[config.mk]
export PLATFORM = sky130hd
export DESIGN_NAME = phy_tx_serializer
export DESIGN_NICKNAME = d
export VERILOG_FILES = /design/src/rtl/phy_tx_serializer.sv
export SDC_FILE = /design/constraint.sdc
export NUM_CORES = 1
export LEC_CHECK = 0
export CAP_MARGIN = 25
export CORE_UTILIZATION = 42
export CTS_CLUSTER_SIZE = 8
export DETAILED_ROUTE_END_ITERATION = 16
export PLACE_DENSITY = 0.8
export REMOVE_ABC_BUFFERS = 1
export SYNTH_ARGS = -nofsm -noshare
export SYNTH_HDL_FRONTEND = slang
export SYNTH_SLANG_ARGS = --single-unit
[constraint.sdc]
create_clock -name clk_32f -period 1.45 [get_ports clk_32f]
set_input_delay 0.3625 -clock clk_32f [delete_from_list [all_inputs] [get_ports clk_32f]]
set_output_delay 0.3625 -clock clk_32f [all_outputs]
set_load 0.1 [all_outputs]
[src/rtl/phy_tx_serializer.sv]
// -----------------------------------------------------------------------------
// phy_tx_serializer
//
// Transmit-side parallel-to-serial converter for the PHY link. One WIDTH-bit
// word is taken per WIDTH-cycle slot over a valid/ready handshake and shifted
// out MSB first, one bit per clk_32f cycle. Slots with no accepted word carry
// IDLE_WORD (comma), and after reset or re-enable SYNC_WORDS comma slots are
// sent before any data is accepted so the far-end deserializer can align.
//
// Ports:
//   clk_32f    in   bit clock (single clock domain)
//   reset_L    in   asynchronous active-low reset
//   enable     in   synchronous enable; low returns to the reset state
//   in_data    in   [WIDTH-1:0] parallel word to transmit
//   in_valid   in   in_data is valid
//   in_ready   out  word consumed at this edge when in_valid is also high
//   data_out   out  serial bit (MSB of shift register)
//   word_start out  high while the MSB of a slot is on data_out
//   sync_done  out  high once the comma burst has been sent (ACTIVE)
// -----------------------------------------------------------------------------
module phy_tx_serializer #(
  parameter int               WIDTH      = 8,
  parameter logic [WIDTH-1:0] IDLE_WORD  = 8'hBC,
  parameter int               SYNC_WORDS = 4
) (
  input  logic             clk_32f,
  input  logic             reset_L,
  input  logic             enable,
  input  logic [WIDTH-1:0] in_data,
  input  logic             in_valid,
  output logic             in_ready,
  output logic             data_out,
  output logic             word_start,
  output logic             sync_done
);

  localparam int CNT_W  = (WIDTH > 1) ? $clog2(WIDTH) : 1;
  localparam int SYNC_W = (SYNC_WORDS > 0) ? $clog2(SYNC_WORDS + 1) : 1;

  localparam logic [CNT_W-1:0]  LAST_BIT  = CNT_W'(WIDTH - 1);
  localparam logic [SYNC_W-1:0] LAST_SYNC = SYNC_W'(SYNC_WORDS - 1);

  typedef enum logic {
    SYNC   = 1'b0,
    ACTIVE = 1'b1
  } state_t;

  state_t            state_reg, state_next;
  logic [CNT_W-1:0]  bit_cnt_reg, bit_cnt_next;
  logic [WIDTH-1:0]  shreg_reg, shreg_next;
  logic [SYNC_W-1:0] sync_cnt_reg, sync_cnt_next;
  logic [WIDTH-1:0]  next_word;
  logic [WIDTH-1:0]  shreg_shifted;
  logic              boundary;

  // bit_cnt idles at WIDTH-1 in reset, so the very first enabled edge is a
  // load boundary and the first comma word starts immediately.
  assign boundary = (bit_cnt_reg == LAST_BIT);

  // Shift towards the MSB, filling with zero.
  assign shreg_shifted[0] = 1'b0;
  for (genvar gi = 1; gi < WIDTH; gi++) begin : g_shift
    assign shreg_shifted[gi] = shreg_reg[gi-1];
  end

  // ---------------------------------------------------------------------------
  // FSM: state register
  // ---------------------------------------------------------------------------
  always_ff @(posedge clk_32f or negedge reset_L) begin
    if (!reset_L) begin
      state_reg <= SYNC;
    end else begin
      state_reg <= state_next;
    end
  end

  // ---------------------------------------------------------------------------
  // FSM: next state. The last sync slot still loads a comma; the switch to
  // ACTIVE happens on that same edge. ACTIVE has no data-dependent exit.
  // ---------------------------------------------------------------------------
  always_comb begin
    state_next = state_reg;
    if (!enable) begin
      state_next = SYNC;
    end else if (state_reg == SYNC && boundary && sync_cnt_reg == LAST_SYNC) begin
      state_next = ACTIVE;
    end
  end

  // ---------------------------------------------------------------------------
  // FSM: outputs
  // ---------------------------------------------------------------------------
  always_comb begin
    in_ready   = boundary && (state_reg == ACTIVE) && enable;
    data_out   = shreg_reg[WIDTH-1];
    // Gated by reset_L and enable so it drops as soon as either falls.
    word_start = (bit_cnt_reg == '0) && enable && reset_L;
    sync_done  = (state_reg == ACTIVE);
  end

  // ---------------------------------------------------------------------------
  // Datapath next-state
  // ---------------------------------------------------------------------------
  always_comb begin
    next_word     = (state_reg == ACTIVE && in_valid) ? in_data : IDLE_WORD;
    bit_cnt_next  = bit_cnt_reg;
    shreg_next    = shreg_reg;
    sync_cnt_next = sync_cnt_reg;

    if (!enable) begin
      bit_cnt_next  = LAST_BIT;
      shreg_next    = '0;
      sync_cnt_next = '0;
    end else if (boundary) begin
      bit_cnt_next = '0;
      shreg_next   = next_word;
      if (state_reg == SYNC) begin
        sync_cnt_next = sync_cnt_reg + SYNC_W'(1);
      end
    end else begin
      bit_cnt_next = bit_cnt_reg + CNT_W'(1);
      shreg_next   = shreg_shifted;
    end
  end

  always_ff @(posedge clk_32f or negedge reset_L) begin
    if (!reset_L) begin
      bit_cnt_reg  <= LAST_BIT;
      shreg_reg    <= '0;
      sync_cnt_reg <= '0;
    end else begin
      bit_cnt_reg  <= bit_cnt_next;
      shreg_reg    <= shreg_next;
      sync_cnt_reg <= sync_cnt_next;
    end
  end

endmodule
-- Word-level counts from Yosys, hierarchy flattened
Index checks and enable logic that the tools add are counted.
- bits in registers: 15
- input port bits: 12
- output and inout port bits: 4
- logic and storage cells: 31
- $add $sub $neg: 2
- eq/ne operators: 5
- muxes and demuxes: 10
- bitwise gates (word level): 1
- reduce and logical (&&, ||, !) cells: 9
- operators by type and width (operator ; count):
    8-bit two-way mux ; 3
    3-bit two-way mux ; 5
    1-bit logical AND ; 7
    3-bit by 1-bit adder with 3-bit output, second input constant ; 2
    2-bit by 1-bit != test with 1-bit output, second input constant ; 2
    3-bit by 2-bit == test with 1-bit output, second input constant ; 1
    3-bit == test, second input constant ; 1
    3-bit logical NOT ; 1
    1-bit two-way mux ; 2
    2-bit != test, second input constant ; 1
    2-bit AND reduction ; 1
    1-bit inverter ; 1

-- Depth between registers and ports, before layout
- depth after elaboration: 5
- gate-level depth with buffers: 6
- depth with buffers taken out: 5

-- Worst setup path after synthesis
No wires, ideal clock.
- kind: register -> output
- start: register state_reg, in the netlist sync_done
- end: output in_ready
- data arrival time: 1.869 ns
- data required time: 1.087 ns
- setup slack: -0.781 ns
- stages on the path, launching flop included: 2
- path buffers: 0
- cells stage by stage: dfrtp_1 -> and3_1
- word-level cells in the longest chain between the ends: 2
- RTL lines (element ; line ; text):
    start, declared ; 48 ; state_t state_reg, state_next;
    start signal, assigned ; 73 ; state_reg <= state_next;
    1-bit logical AND (2 in series) ; 94 ; in_ready = boundary && (state_reg == ACTIVE) && enable;
    end, declared ; 31 ; output logic in_ready,
Every way passes these cells.

-- Final worst setup path
- start: register bit_cnt_reg[1]
- end: output in_ready
- word-level cells in the longest chain between the ends: 3
- RTL lines (element ; line ; text):
    start, declared ; 49 ; logic [CNT_W-1:0] bit_cnt_reg, bit_cnt_next;
    start signal, assigned ; 132 ; bit_cnt_reg <= bit_cnt_next;
    3-bit == test ; 58 ; assign boundary = (bit_cnt_reg == LAST_BIT);
    1-bit logical AND (2 in series) ; 94 ;
Every way passes these cells.

==> impl_metrics.env <==
export IMPL_final_nets=110
export IMPL_p_total_mw=1.288
export IMPL_crit_start="bit_cnt_reg[1]$_DFF_PN1_"
export IMPL_vias=532
export IMPL_worst_pin_slew_ns=0.3216
export IMPL_clk_pin_slew_worst_paths_ns=0.09
export IMPL_grt_max_degree=16
export IMPL_clock_skew_ns=0.01122
export IMPL_first_iter_violations=9
export IMPL_syn_cell_area_um2=695.7
export IMPL_max_clock_freq_mhz=532.6
export IMPL_antenna_cells=0
export IMPL_cts_tree="done"
export IMPL_cts_num_sinks=15
export IMPL_cts_hold_buf=0
export IMPL_leakage_nw=0.5126
export IMPL_whs_ns=0.4232
export IMPL_syn_inst=66
export IMPL_path_cells="ha_4 -> ha_4 -> and3_4 -> buf_12"
export IMPL_slew_viol_final=0
export IMPL_cts_htree_levels=1
export IMPL_first_pass_iters=4
export IMPL_status="finished with violations"
export IMPL_drtAntennaViolNets=0
export IMPL_timing_final_hold_violations=0
export IMPL_crit_type="reg -> out"
export IMPL_cp_end_kind="primary output"
export IMPL_arrival_ns=1.52
export IMPL_avgSynthCellArea_um2=10.54
export IMPL_io_pins=16
export IMPL_yosysWarnings=0
export IMPL_rows=14
export IMPL_synth_seq_cells=15
export IMPL_worstPathRequired_ns=1.09
export IMPL_dp_final_hpwl_um=933.4
export IMPL_wl_per_cell_um=14.41
export IMPL_antenna_found_initial=0
export IMPL_tns_ns=-1.442
export IMPL_setup_viol=11
export IMPL_rsz0062_at_grt="true"
export IMPL_violations="negative setup slack"
export IMPL_crit_family="flip-flops"
export IMPL_cp_num_buf_inv=1
export IMPL_ys_types=20
export IMPL_powerDensity_nw_per_um2=1201
export IMPL_root_buffer="clkbuf_4"
export IMPL_grt_ovfl_total=0
export IMPL_reg2reg_from="bit_cnt_reg[1]$_DFF_PN1_"
export IMPL_route_detailed_drc=0
export IMPL_start_util_pct=45.65
export IMPL_slowest_delay_ns=0.57
export IMPL_worst_setup_path_start_kind="flip-flop"
export IMPL_post_route_period_util_pct=129.5
export IMPL_critical_path_slowest_cell="dfstp_2"
export IMPL_final_area_um2=1072
export IMPL_path_common_cell="ha_4"
export IMPL_place_area_um2=922.1
export IMPL_min_period_ns=1.878
export IMPL_routed_wl_um=1556
export IMPL_coreArea_um2=1524
export IMPL_cts_buffers=3
export IMPL_cts_buffer_depth=2
export IMPL_grt_pass1_wl_um=2270
export IMPL_cp_max_fo=2
export IMPL_dieWidth_um=42.70
export IMPL_viasPerCell=4.926
export IMPL_relSlewSlack_pct=78.52
export IMPL_numPortBuffers=15
export IMPL_syn_to_final_growth_pct=54.14
export IMPL_gp_congestion=0.7152
export IMPL_drive_gt1_share_pct=30.43
export IMPL_setup_ws_ns=-0.4275
export IMPL_largest_reg_flops=8
export IMPL_worstSkewPairLatency_ns=0.28
export IMPL_min_path_type="in -> async"
export IMPL_dieHeight_um=42.70
export IMPL_dieArea_um2=1823
export IMPL_grt_use_total_pct=17.21
export IMPL_drv_cap=0
export IMPL_peakVddDrop_uv=862.7
export IMPL_yosysSeqAreaShare_pct=54.50
export IMPL_grt_pass1_vias=507
## stage by stage
stage,util [%],instances,setup slack (ns)
final,70.36,108,-0.4275
after detailed placement,60.51,99,-0.3822
after global routing,70.36,108,-0.4747
after floorplan,-,63,-0.8233
after global placement,60.51,99,-0.3748
after CTS,67.41,106,-0.4298
## kinds of logic after synthesis
group	Yosys count	synth area share, %
AO/OA/AOI/OAI	16	12.59
XOR/XNOR	1	1.259
adder cells (fa/ha/maj)	5	8.993
buffers and inverters	9	6.295
flip-flops	15	54.50
multiplexers	1	1.439
AND/OR/NAND/NOR	19	14.93
## cells in the mapped netlist
cell / n / area, µm²
mux2i_1: 1 / 10.01
and2_1: 3 / 18.77
dfstp_2: 3 / 78.83
inv_1: 6 / 22.52
o21ai_0: 7 / 35.03
and3_1: 2 / 12.51
nand2b_1: 1 / 6.260
xor2_1: 1 / 8.760
and2b_4: 1 / 10.01
nor2_1: 5 / 18.77
ha_1: 5 / 62.56
dfrtp_1: 12 / 300.3
o22ai_1: 2 / 12.51
a21oi_1: 6 / 30.03
o211a_1: 1 / 10.01
buf_6: 1 / 11.26
and4b_1: 1 / 10.01
buf_2: 2 / 10.01
nand2_1: 4 / 15.01
nor2b_1: 2 / 12.51
## layer usage
layer  vias up  part of all wire [%]  global-route usage (%)
met4         0                   1.2                   7.500
met2        11                    50                   26.67
met1       249                    46                   22.25
li1        270                     -                       -
met3         2                   3.3                   5.106
met5         -                     0                       0
## final timing paths
kind / to / depth (start not counted) / slack, ns
worst max-delay path: in_ready / 4 / -0.43
min in group clk_32f: shreg_reg[7]$_DFF_PN0_ / 3 / 0.49
worst min register to register: shreg_reg[7]$_DFF_PN0_ / 2 / 0.52
worst min-delay path: shreg_reg[7]$_DFF_PN0_ / 2 / 0.42
worst max register to register: sync_cnt_reg[1]$_DFFE_PN0P_ / 7 / -0.15
max in group asynchronous: bit_cnt_reg[0]$_DFF_PN1_ / 2 / 0.77
## cell type report
type	count	area (µm²)
Timing Repair Buffer	25	300.3
Inverter	6	25.02
Sequential cell	15	379.1
Multi-Input combinational cell	42	321.6
Tap cell	16	20.02
Fill cell	106	451.7
Clock buffer	4	26.28
## where the power goes
part / leakage, nW / total [mW] / internal (mW) / switching (mW)
sequential: 0.193 / 0.543 / 0.500 / 0.0430
combinational: 0.305 / 0.510 / 0.279 / 0.231
clock: 0.0150 / 0.235 / 0.107 / 0.129
total: 0.513 / 1.29 / 0.886 / 0.402
## layout by cell type, fill, tap and decap left out, drive strengths merged
cell type      netlist  routed
ha                   5       5
clkdlybuf4s50        0      10
dfrtp               12      12
o21ai                7       7
nor2                 5       5
and2                 3       3
xor2                 1       1
o211a                1       1
nand2b               1       1
mux2i                1       1
and4b                1       1
dfstp                3       3
nor2b                2       2
inv                  6       6
o22ai                2       2
and2b                1       1
a21oi                6       6
buf                  3      13
and3                 2       2
nand2                4       4
clkbuf               0       5
dlymetal6s2s         0       1
## repair_timing
| action | 4_1_cts | 5_1_grt |
|---|---|---|
| resized for setup | 12 | 6 |
| gates cloned | 0 | 1 |
| pin swaps | 4 | 2 |
| buffers inserted | 3 | 1 |
| setup endpoints to repair | 11 | 7 |
| endpoints found under the hold margin | 0 | 0 |
Power figures use the tool's default switching activity.
